**src/rtl/mul_rnd_pipe_pkg.sv**
```systemverilog
// +--------------------------------------------------------------------+
// | mul_rnd_pkg : op encodings and pipeline control bundle             |
// | Rev 1.0                                                            |
// +--------------------------------------------------------------------+
`default_nettype none

package mul_rnd_pkg;

   localparam logic [1:0] OP_MUL     = 2'b00;
   localparam logic [1:0] OP_MAC_ADD = 2'b01;
   localparam logic [1:0] OP_MAC_SUB = 2'b10;
   localparam logic [1:0] OP_CLR     = 2'b11;

   typedef struct packed {
      logic [1:0] op;
      logic       otype;
      logic       ibf;
      logic       rnd;
      logic       sat;
      logic       shovf;
   } ctl_t;

endpackage

`default_nettype wire

```
**src/rtl/mul_rnd_pipe_if.sv**
```systemverilog
// +--------------------------------------------------------------------+
// | mul_rnd_pipe_if : operation / result handshake bundle              |
// | Rev 1.0                                                            |
// +--------------------------------------------------------------------+
`default_nettype none

interface mul_rnd_pipe_if #(parameter int SIZE = 16);
   logic                in_valid;
   logic                in_ready;
   logic [SIZE-1:0]     a;
   logic [SIZE-1:0]     b;
   logic [1:0]          ps_mul_op;
   logic                ps_mul_otype;
   logic                ps_mul_IbF;
   logic                ps_mul_rndPrdt;
   logic                ps_mul_sat;
   logic                out_valid;
   logic                out_ready;
   logic [2*SIZE-1:0]   out;
   logic                ovf;
   logic [2*SIZE-1:0]   mr;

   modport master (
      output in_valid, a, b, ps_mul_op, ps_mul_otype, ps_mul_IbF,
             ps_mul_rndPrdt, ps_mul_sat, out_ready,
      input  in_ready, out_valid, out, ovf, mr
   );

   modport slave (
      input  in_valid, a, b, ps_mul_op, ps_mul_otype, ps_mul_IbF,
             ps_mul_rndPrdt, ps_mul_sat, out_ready,
      output in_ready, out_valid, out, ovf, mr
   );
endinterface

`default_nettype wire

```
**src/rtl/mul_rnd_pipe_rnd_sat.sv**
```systemverilog
// +--------------------------------------------------------------------+
// | rnd_sat : round-half-even on the exact result, then range/clamp    |
// | Rev 1.0                                                            |
// +--------------------------------------------------------------------+
`default_nettype none

module rnd_sat #(
   parameter int SIZE = 16
) (
   input  logic [2*SIZE+1:0] r_i,
   input  logic              otype_i,
   input  logic              rnd_i,
   input  logic              sat_i,
   output logic [2*SIZE-1:0] res_o,
   output logic              ovf_o
);

   localparam int W  = 2*SIZE;
   localparam int WX = 2*SIZE+2;

   logic [WX-1:0] rounded;
   logic          inc;
   logic [2:0]    top;

   // r_i is the exact (unwrapped) result, so the range test also catches rounding carries
   always_comb begin
      inc     = r_i[SIZE-1] & (r_i[SIZE] | (|r_i[SIZE-2:0]));
      rounded = r_i;
      if (rnd_i)
         rounded = {r_i[WX-1:SIZE] + {{(WX-SIZE-1){1'b0}}, inc}, {SIZE{1'b0}}};
      top = rounded[WX-1:W-1];
      if (otype_i)
         ovf_o = ~((&top) | ~(|top));
      else
         ovf_o = |rounded[WX-1:W];
      res_o = rounded[W-1:0];
      if (ovf_o && sat_i) begin
         if (otype_i)
            res_o = rounded[WX-1] ? {1'b1, {(W-1){1'b0}}} : {1'b0, {(W-1){1'b1}}};
         else
            res_o = rounded[WX-1] ? {W{1'b0}} : {W{1'b1}};
      end
   end

endmodule

`default_nettype wire

```
**src/rtl/mul_rnd_pipe.sv**
```systemverilog
// +--------------------------------------------------------------------+
// | mul_rnd_pipe : 3-stage multiply/MAC with round-even and saturation |
// | Rev 1.0                                                            |
// +--------------------------------------------------------------------+
`default_nettype none

module mul_rnd_pipe
   import mul_rnd_pkg::*;
#(
   parameter int SIZE = 16
) (
   input  logic           clk,
   input  logic           rst_n,
   mul_rnd_pipe_if.slave  bus
);

   localparam int W  = 2*SIZE;
   localparam int WX = 2*SIZE+2;
   localparam logic [SIZE-1:0] MOST_NEG = {1'b1, {(SIZE-1){1'b0}}};

   logic            en;
   logic            v1_q, v2_q, out_valid_q, ovf_q;
   logic [SIZE-1:0] a1_q, b1_q;
   ctl_t            c1_q, c2_q, c2_d;
   logic [W-1:0]    a_x, b_x, prod, p2_d, p2_q;
   logic [W-1:0]    out_q, mr_q, res_d;
   logic [WX-1:0]   mr_x, p_x, acc_d;
   logic            ovf_d;

   assign en           = ~out_valid_q | bus.out_ready;
   assign bus.in_ready = en;

   // S1: operand and control capture
   always_ff @(posedge clk) begin
      if (!rst_n) begin
         v1_q <= 1'b0;
      end else if (en) begin
         v1_q <= bus.in_valid;
      end
      if (en) begin
         a1_q <= bus.a;
         b1_q <= bus.b;
         c1_q <= '{op: bus.ps_mul_op, otype: bus.ps_mul_otype, ibf: bus.ps_mul_IbF,
                   rnd: bus.ps_mul_rndPrdt, sat: bus.ps_mul_sat, shovf: 1'b0};
      end
   end

   // S2: low 2*SIZE bits of the product are identical for signed and unsigned once extended
   always_comb begin
      a_x  = c1_q.otype ? {{SIZE{a1_q[SIZE-1]}}, a1_q} : {{SIZE{1'b0}}, a1_q};
      b_x  = c1_q.otype ? {{SIZE{b1_q[SIZE-1]}}, b1_q} : {{SIZE{1'b0}}, b1_q};
      prod = a_x * b_x;
      p2_d = prod;
      c2_d = c1_q;
      if (c1_q.ibf && c1_q.otype) begin
         p2_d       = prod << 1;
         c2_d.shovf = (a1_q == MOST_NEG) && (b1_q == MOST_NEG);
      end
   end

   always_ff @(posedge clk) begin
      if (!rst_n) begin
         v2_q <= 1'b0;
      end else if (en) begin
         v2_q <= v1_q;
      end
      if (en) begin
         p2_q <= p2_d;
         c2_q <= c2_d;
      end
   end

   // S3: exact accumulate in two guard bits; the shifted -1*-1 product is taken as +1.0
   always_comb begin
      mr_x = c2_q.otype ? {{2{mr_q[W-1]}}, mr_q} : {2'b00, mr_q};
      p_x  = (c2_q.otype && !c2_q.shovf) ? {{2{p2_q[W-1]}}, p2_q} : {2'b00, p2_q};
      case (c2_q.op)
         OP_MUL:     acc_d = p_x;
         OP_MAC_ADD: acc_d = mr_x + p_x;
         OP_MAC_SUB: acc_d = mr_x - p_x;
         default:    acc_d = '0;
      endcase
   end

   rnd_sat #(.SIZE(SIZE)) u_rnd_sat (
      .r_i     (acc_d),
      .otype_i (c2_q.otype),
      .rnd_i   (c2_q.ibf & c2_q.rnd),
      .sat_i   (c2_q.sat),
      .res_o   (res_d),
      .ovf_o   (ovf_d)
   );

   always_ff @(posedge clk) begin
      if (!rst_n) begin
         out_valid_q <= 1'b0;
         out_q       <= '0;
         ovf_q       <= 1'b0;
         mr_q        <= '0;
      end else if (en) begin
         out_valid_q <= v2_q;
         if (v2_q) begin
            out_q <= res_d;
            ovf_q <= ovf_d;
            mr_q  <= res_d;
         end
      end
   end

   assign bus.out_valid = out_valid_q;
   assign bus.out       = out_q;
   assign bus.ovf       = ovf_q;
   assign bus.mr        = mr_q;

endmodule

`default_nettype wire

```
**src/flat_wrapper.sv**
```systemverilog
// flat-port wrapper written by rule: the top's interface ports become plain ports
module mul_rnd_pipe_flat import mul_rnd_pkg::*;
#(
   parameter int SIZE = 16
)
  (clk, rst_n, bus_in_valid, bus_a, bus_b, bus_ps_mul_op, bus_ps_mul_otype, bus_ps_mul_IbF, bus_ps_mul_rndPrdt, bus_ps_mul_sat, bus_out_ready, bus_in_ready, bus_out_valid, bus_out, bus_ovf, bus_mr);
  mul_rnd_pipe_if #(.SIZE(SIZE)) bus_i ();
  input  logic clk;
  input  logic rst_n;
  input wire logic [$bits(bus_i.in_valid)-1:0] bus_in_valid;
  input wire logic [$bits(bus_i.a)-1:0] bus_a;
  input wire logic [$bits(bus_i.b)-1:0] bus_b;
  input wire logic [$bits(bus_i.ps_mul_op)-1:0] bus_ps_mul_op;
  input wire logic [$bits(bus_i.ps_mul_otype)-1:0] bus_ps_mul_otype;
  input wire logic [$bits(bus_i.ps_mul_IbF)-1:0] bus_ps_mul_IbF;
  input wire logic [$bits(bus_i.ps_mul_rndPrdt)-1:0] bus_ps_mul_rndPrdt;
  input wire logic [$bits(bus_i.ps_mul_sat)-1:0] bus_ps_mul_sat;
  input wire logic [$bits(bus_i.out_ready)-1:0] bus_out_ready;
  output wire logic [$bits(bus_i.in_ready)-1:0] bus_in_ready;
  output wire logic [$bits(bus_i.out_valid)-1:0] bus_out_valid;
  output wire logic [$bits(bus_i.out)-1:0] bus_out;
  output wire logic [$bits(bus_i.ovf)-1:0] bus_ovf;
  output wire logic [$bits(bus_i.mr)-1:0] bus_mr;
  assign bus_i.in_valid = bus_in_valid;
  assign bus_i.a = bus_a;
  assign bus_i.b = bus_b;
  assign bus_i.ps_mul_op = bus_ps_mul_op;
  assign bus_i.ps_mul_otype = bus_ps_mul_otype;
  assign bus_i.ps_mul_IbF = bus_ps_mul_IbF;
  assign bus_i.ps_mul_rndPrdt = bus_ps_mul_rndPrdt;
  assign bus_i.ps_mul_sat = bus_ps_mul_sat;
  assign bus_i.out_ready = bus_out_ready;
  assign bus_in_ready = bus_i.in_ready;
  assign bus_out_valid = bus_i.out_valid;
  assign bus_out = bus_i.out;
  assign bus_ovf = bus_i.ovf;
  assign bus_mr = bus_i.mr;
  mul_rnd_pipe #(.SIZE(SIZE)) u_core (.clk(clk), .rst_n(rst_n), .bus(bus_i));
endmodule
```
**config.mk**
```make
export PLATFORM = sky130hd
export DESIGN_NAME = mul_rnd_pipe_flat
export DESIGN_NICKNAME = d
export VERILOG_FILES = /design/src/rtl/mul_rnd_pipe_pkg.sv /design/src/rtl/mul_rnd_pipe_if.sv /design/src/rtl/mul_rnd_pipe_rnd_sat.sv /design/src/rtl/mul_rnd_pipe.sv /design/src/flat_wrapper.sv
export SDC_FILE = /design/constraint.sdc
export NUM_CORES = 1
export LEC_CHECK = 0
export CAP_MARGIN = 15
export CORE_MARGIN = 4
export CORE_UTILIZATION = 25
export CTS_CLUSTER_SIZE = 25
export DETAILED_ROUTE_END_ITERATION = 16
export DONT_BUFFER_PORTS = 1
export PLACE_DENSITY = 0.48
export SLEW_MARGIN = 30
export SYNTH_ARGS = -nofsm -noshare
export SYNTH_HDL_FRONTEND = slang
export SYNTH_SLANG_ARGS = --single-unit
```
**constraint.sdc**
```tcl
create_clock -name clk -period 9.9 [get_ports clk]
set_input_delay 2.97 -clock clk [delete_from_list [all_inputs] [get_ports clk]]
set_output_delay 2.97 -clock clk [all_outputs]
set_load 0.03 [all_outputs]
```
==> run metrics <==
R2R Path End=u_core.p2_q[31]; PortBufs=0; DP HPWL=49100 um; Cells after DPL=3203; worst setup margin=around 1500 ps; Pins Over Slew Limit=0; Routed Antenna Nets=0; Post-synth EDFFs=just under 80; Initial Utilization=0.253; Mapped Area=0.0208 mm^2; Core ar.=0.0822 mm^2; Non-Filler Instances=around 3200; Die Wd=between 200 and 300 um; CP Data Required Time=between 10000 and 15000 ps; die height=around 300 um; largest net degree at the start of global routing=between 40 and 50; H-tree depth=4; Worst-path clk slew=approximately 70 ps; routed len/inst=about 18 um; I/O pins=about 110; FF-to-FF Start=u_core.b1_q[3]; sequential area share after synthesis=0.146; post-synthesis cell count=about 2200; register area=a little over 0.003 mm^2; clock root buffer=clkbuf_16; syn nets=approximately 2800; Setup TNS Final=0 ps; WP data arrival=8600 ps; unrepaired setup endpoints after global routing=no; Via Count=14920; Clock Latency Late Sink=490 ps; total gr overflow=0; total global-route track usage=0.140; Final Skew=31.2 ps; first-pass GRT wire length=94800 um; Min-Delay Path Class=reg2reg; die area=~0.088 mm^2; xor and xnor area share after synthesis=0.0547; fin crit share=0.846; mux cell area share after synthesis=0.00986; fillers=around 8800; CTS Buffer Depth=2; Placement Setup Slack=about 1600 ps; capture point of the critical path=u_core.p2_q[31]; WHS=between 400 and 500 ps; Worst slew margin=0.350; fmax=about 120 MHz; DRC=0; Worst Max-Slew Pin Slew=slightly below 1000 ps; Num CTS Buffers=17; Synth cell types=81; outcome=complete, no violations; syn avg cell area=between 9 and 10 um^2; CP Launch Point=u_core.b1_q[3]; largest family of logic cells by synthesized area=adder cells; CTS tree=built; hold-fix buffers at CTS=0; vias in the first global route=about 16000; compound-gate portion of the synthesized area=0.101; Hold Crit Depth=0; number of setup buffers added after CTS=0; Worst Path Max Fanout=18; clk sink count=between 100 and 150; initial antenna violation count=5; area delta synth->final=7.20%; crit path capture type=flip-flop; Crit Path Category=reg2reg; Resized Gates After CTS=0; FF+latch count, synth=between 100 and 150; hold wc startpoint=u_core.c1_q[1]; final setup fails=0; Routability Congestion=around 0.9; Synthesis Warnings=0; R2R Setup Slk=roughly 1500 ps; layout cells sized above 1=0.0457; Synth Area in Simple Gates=0.173; first drt pass iteration count=5; Routed WL=59200 um; Post-synth ARST share=0; crit path time final=about 8400 ps; endpoints failing hold=0; cells on worst reg2reg path=24; Nets=roughly 2700; Vias/cell=~4.6; Synth Flop Type=edfxtp_1; MaxCap Viol Count=0; Rows=105; multi-input logic area=0.0159 mm^2; CP Launch Type=flip-flop; Adder-Cell Fraction of Synth Area=0.423; initial DRC count=801
==> how the worst min path moves through the flow <==
stage	slack, ps	to
4_1_cts	440	u_core.c2_q[1]
3_5_place_dp	410	u_core.c2_q[1]
3_3_place_gp	420	u_core.c2_q[6]
5_1_grt	440	u_core.c2_q[6]
2_1_floorplan	400	u_core.c2_q[1]
6_report	430	u_core.c2_q[1]
==> flip-flops by register name, summed over array words and instances, names as in the netlist <==
signal	cells
u_core.v1_q	1
u_core.bus.ovf	1
u_core.bus.out	32
u_core.c2_q	7
u_core.v2_q	1
u_core.bus.out_valid	1
u_core.a1_q	16
u_core.p2_q	32
u_core.c1_q	6
u_core.b1_q	16
==> final cells by class <==
type,count,share of cell area
Tap cell,1070,0.0600
Multi-Input combinational cell,1652,0.712
Antenna cell,3,0.000337
Timing Repair Buffer,22,0.00740
Clock buffer,18,0.0202
Sequential cell,113,0.136
Clock inverter,14,0.00572
Inverter,346,0.0582
==> cell usage in the layout, fill, tap and decap left out, drive strengths merged, types with 10 or more instances in the layout <==
master	netlist	routed
a21o	29	29
a21oi	91	91
a22oi	10	10
and2	197	197
and3	30	30
buf	40	22
clkbuf	87	18
dfxtp	36	36
edfxtp	77	77
fa	335	335
ha	168	168
inv	346	360
mux2i	16	16
nand2	183	183
nand2b	16	16
nand3	22	22
nand4	13	13
nor2	103	103
nor3	40	40
nor4	14	14
o211ai	15	15
o21ai	70	70
o22ai	17	17
or2	10	10
or3	23	23
xnor2	100	100
xor2	30	30
==> Yosys cell counts (30+ instances only) <==
master / n / area, um^2
nor3_1: 32 / 160
o21ai_0: 65 / 325
a21oi_1: 90 / 450
inv_1: 346 / 1300
nor2_1: 102 / 383
and3_1: 30 / 188
ha_1: 168 / 2100
edfxtp_1: 77 / 2310
and2_1: 197 / 1230
buf_4: 33 / 248
xnor2_1: 100 / 876
clkbuf_1: 87 / 327
nand2_1: 183 / 687
fa_1: 335 / 6710
dfxtp_1: 36 / 721
xor2_1: 30 / 263
==> per-layer routing <==
| layer | up-vias | wire length (um) | global-route usage |
|---|---|---|---|
| li1 | 7070 | - | - |
| met1 | 7447 | 28100 | 0.193 |
| met2 | 347 | 26600 | 0.223 |
| met3 | 54 | 3680 | 0.0325 |
| met4 | 2 | 775 | 0.0332 |
| met5 | - | 13 | 0 |
==> critical path, cell delays in order (launching register included) <==
cell and delay [ps]:
edfxtp_1 720, and3_1 300, inv_1 70, fa_1 510
fa_1 510, inv_1 70, fa_1 520, inv_1 360
fa_1 500, inv_1 110, fa_1 460, fa_1 570
fa_1 440, fa_1 450, ha_1 360, a21o_1 180
a21o_1 170, a21oi_1 290, nand2_1 80, a211oi_1 280
nor3_1 130, o21ai_0 330, mux2_2 370, o21ai_0 170
o21ai_0 120
==> kinds of logic after synthesis <==
kind of cell | Yosys count
adders and majority gates | 503
DFF | 113
xor gates and xnor gates | 130
muxes | 20
and+or+nand+nor | 678
AOI/OAI and AO/OA | 321
buffers and inverters | 473
==> through the flow <==
step	instance area, um^2	utilization
after global placement	21700	0.264
after global routing	22300	0.271
after detailed placement	21700	0.264
after CTS	22300	0.271
after floorplan	20800	-
final	22300	0.271
Power is not shown: default switching activity piles up to over one toggle a cycle in this logic, so the estimate is an artifact.
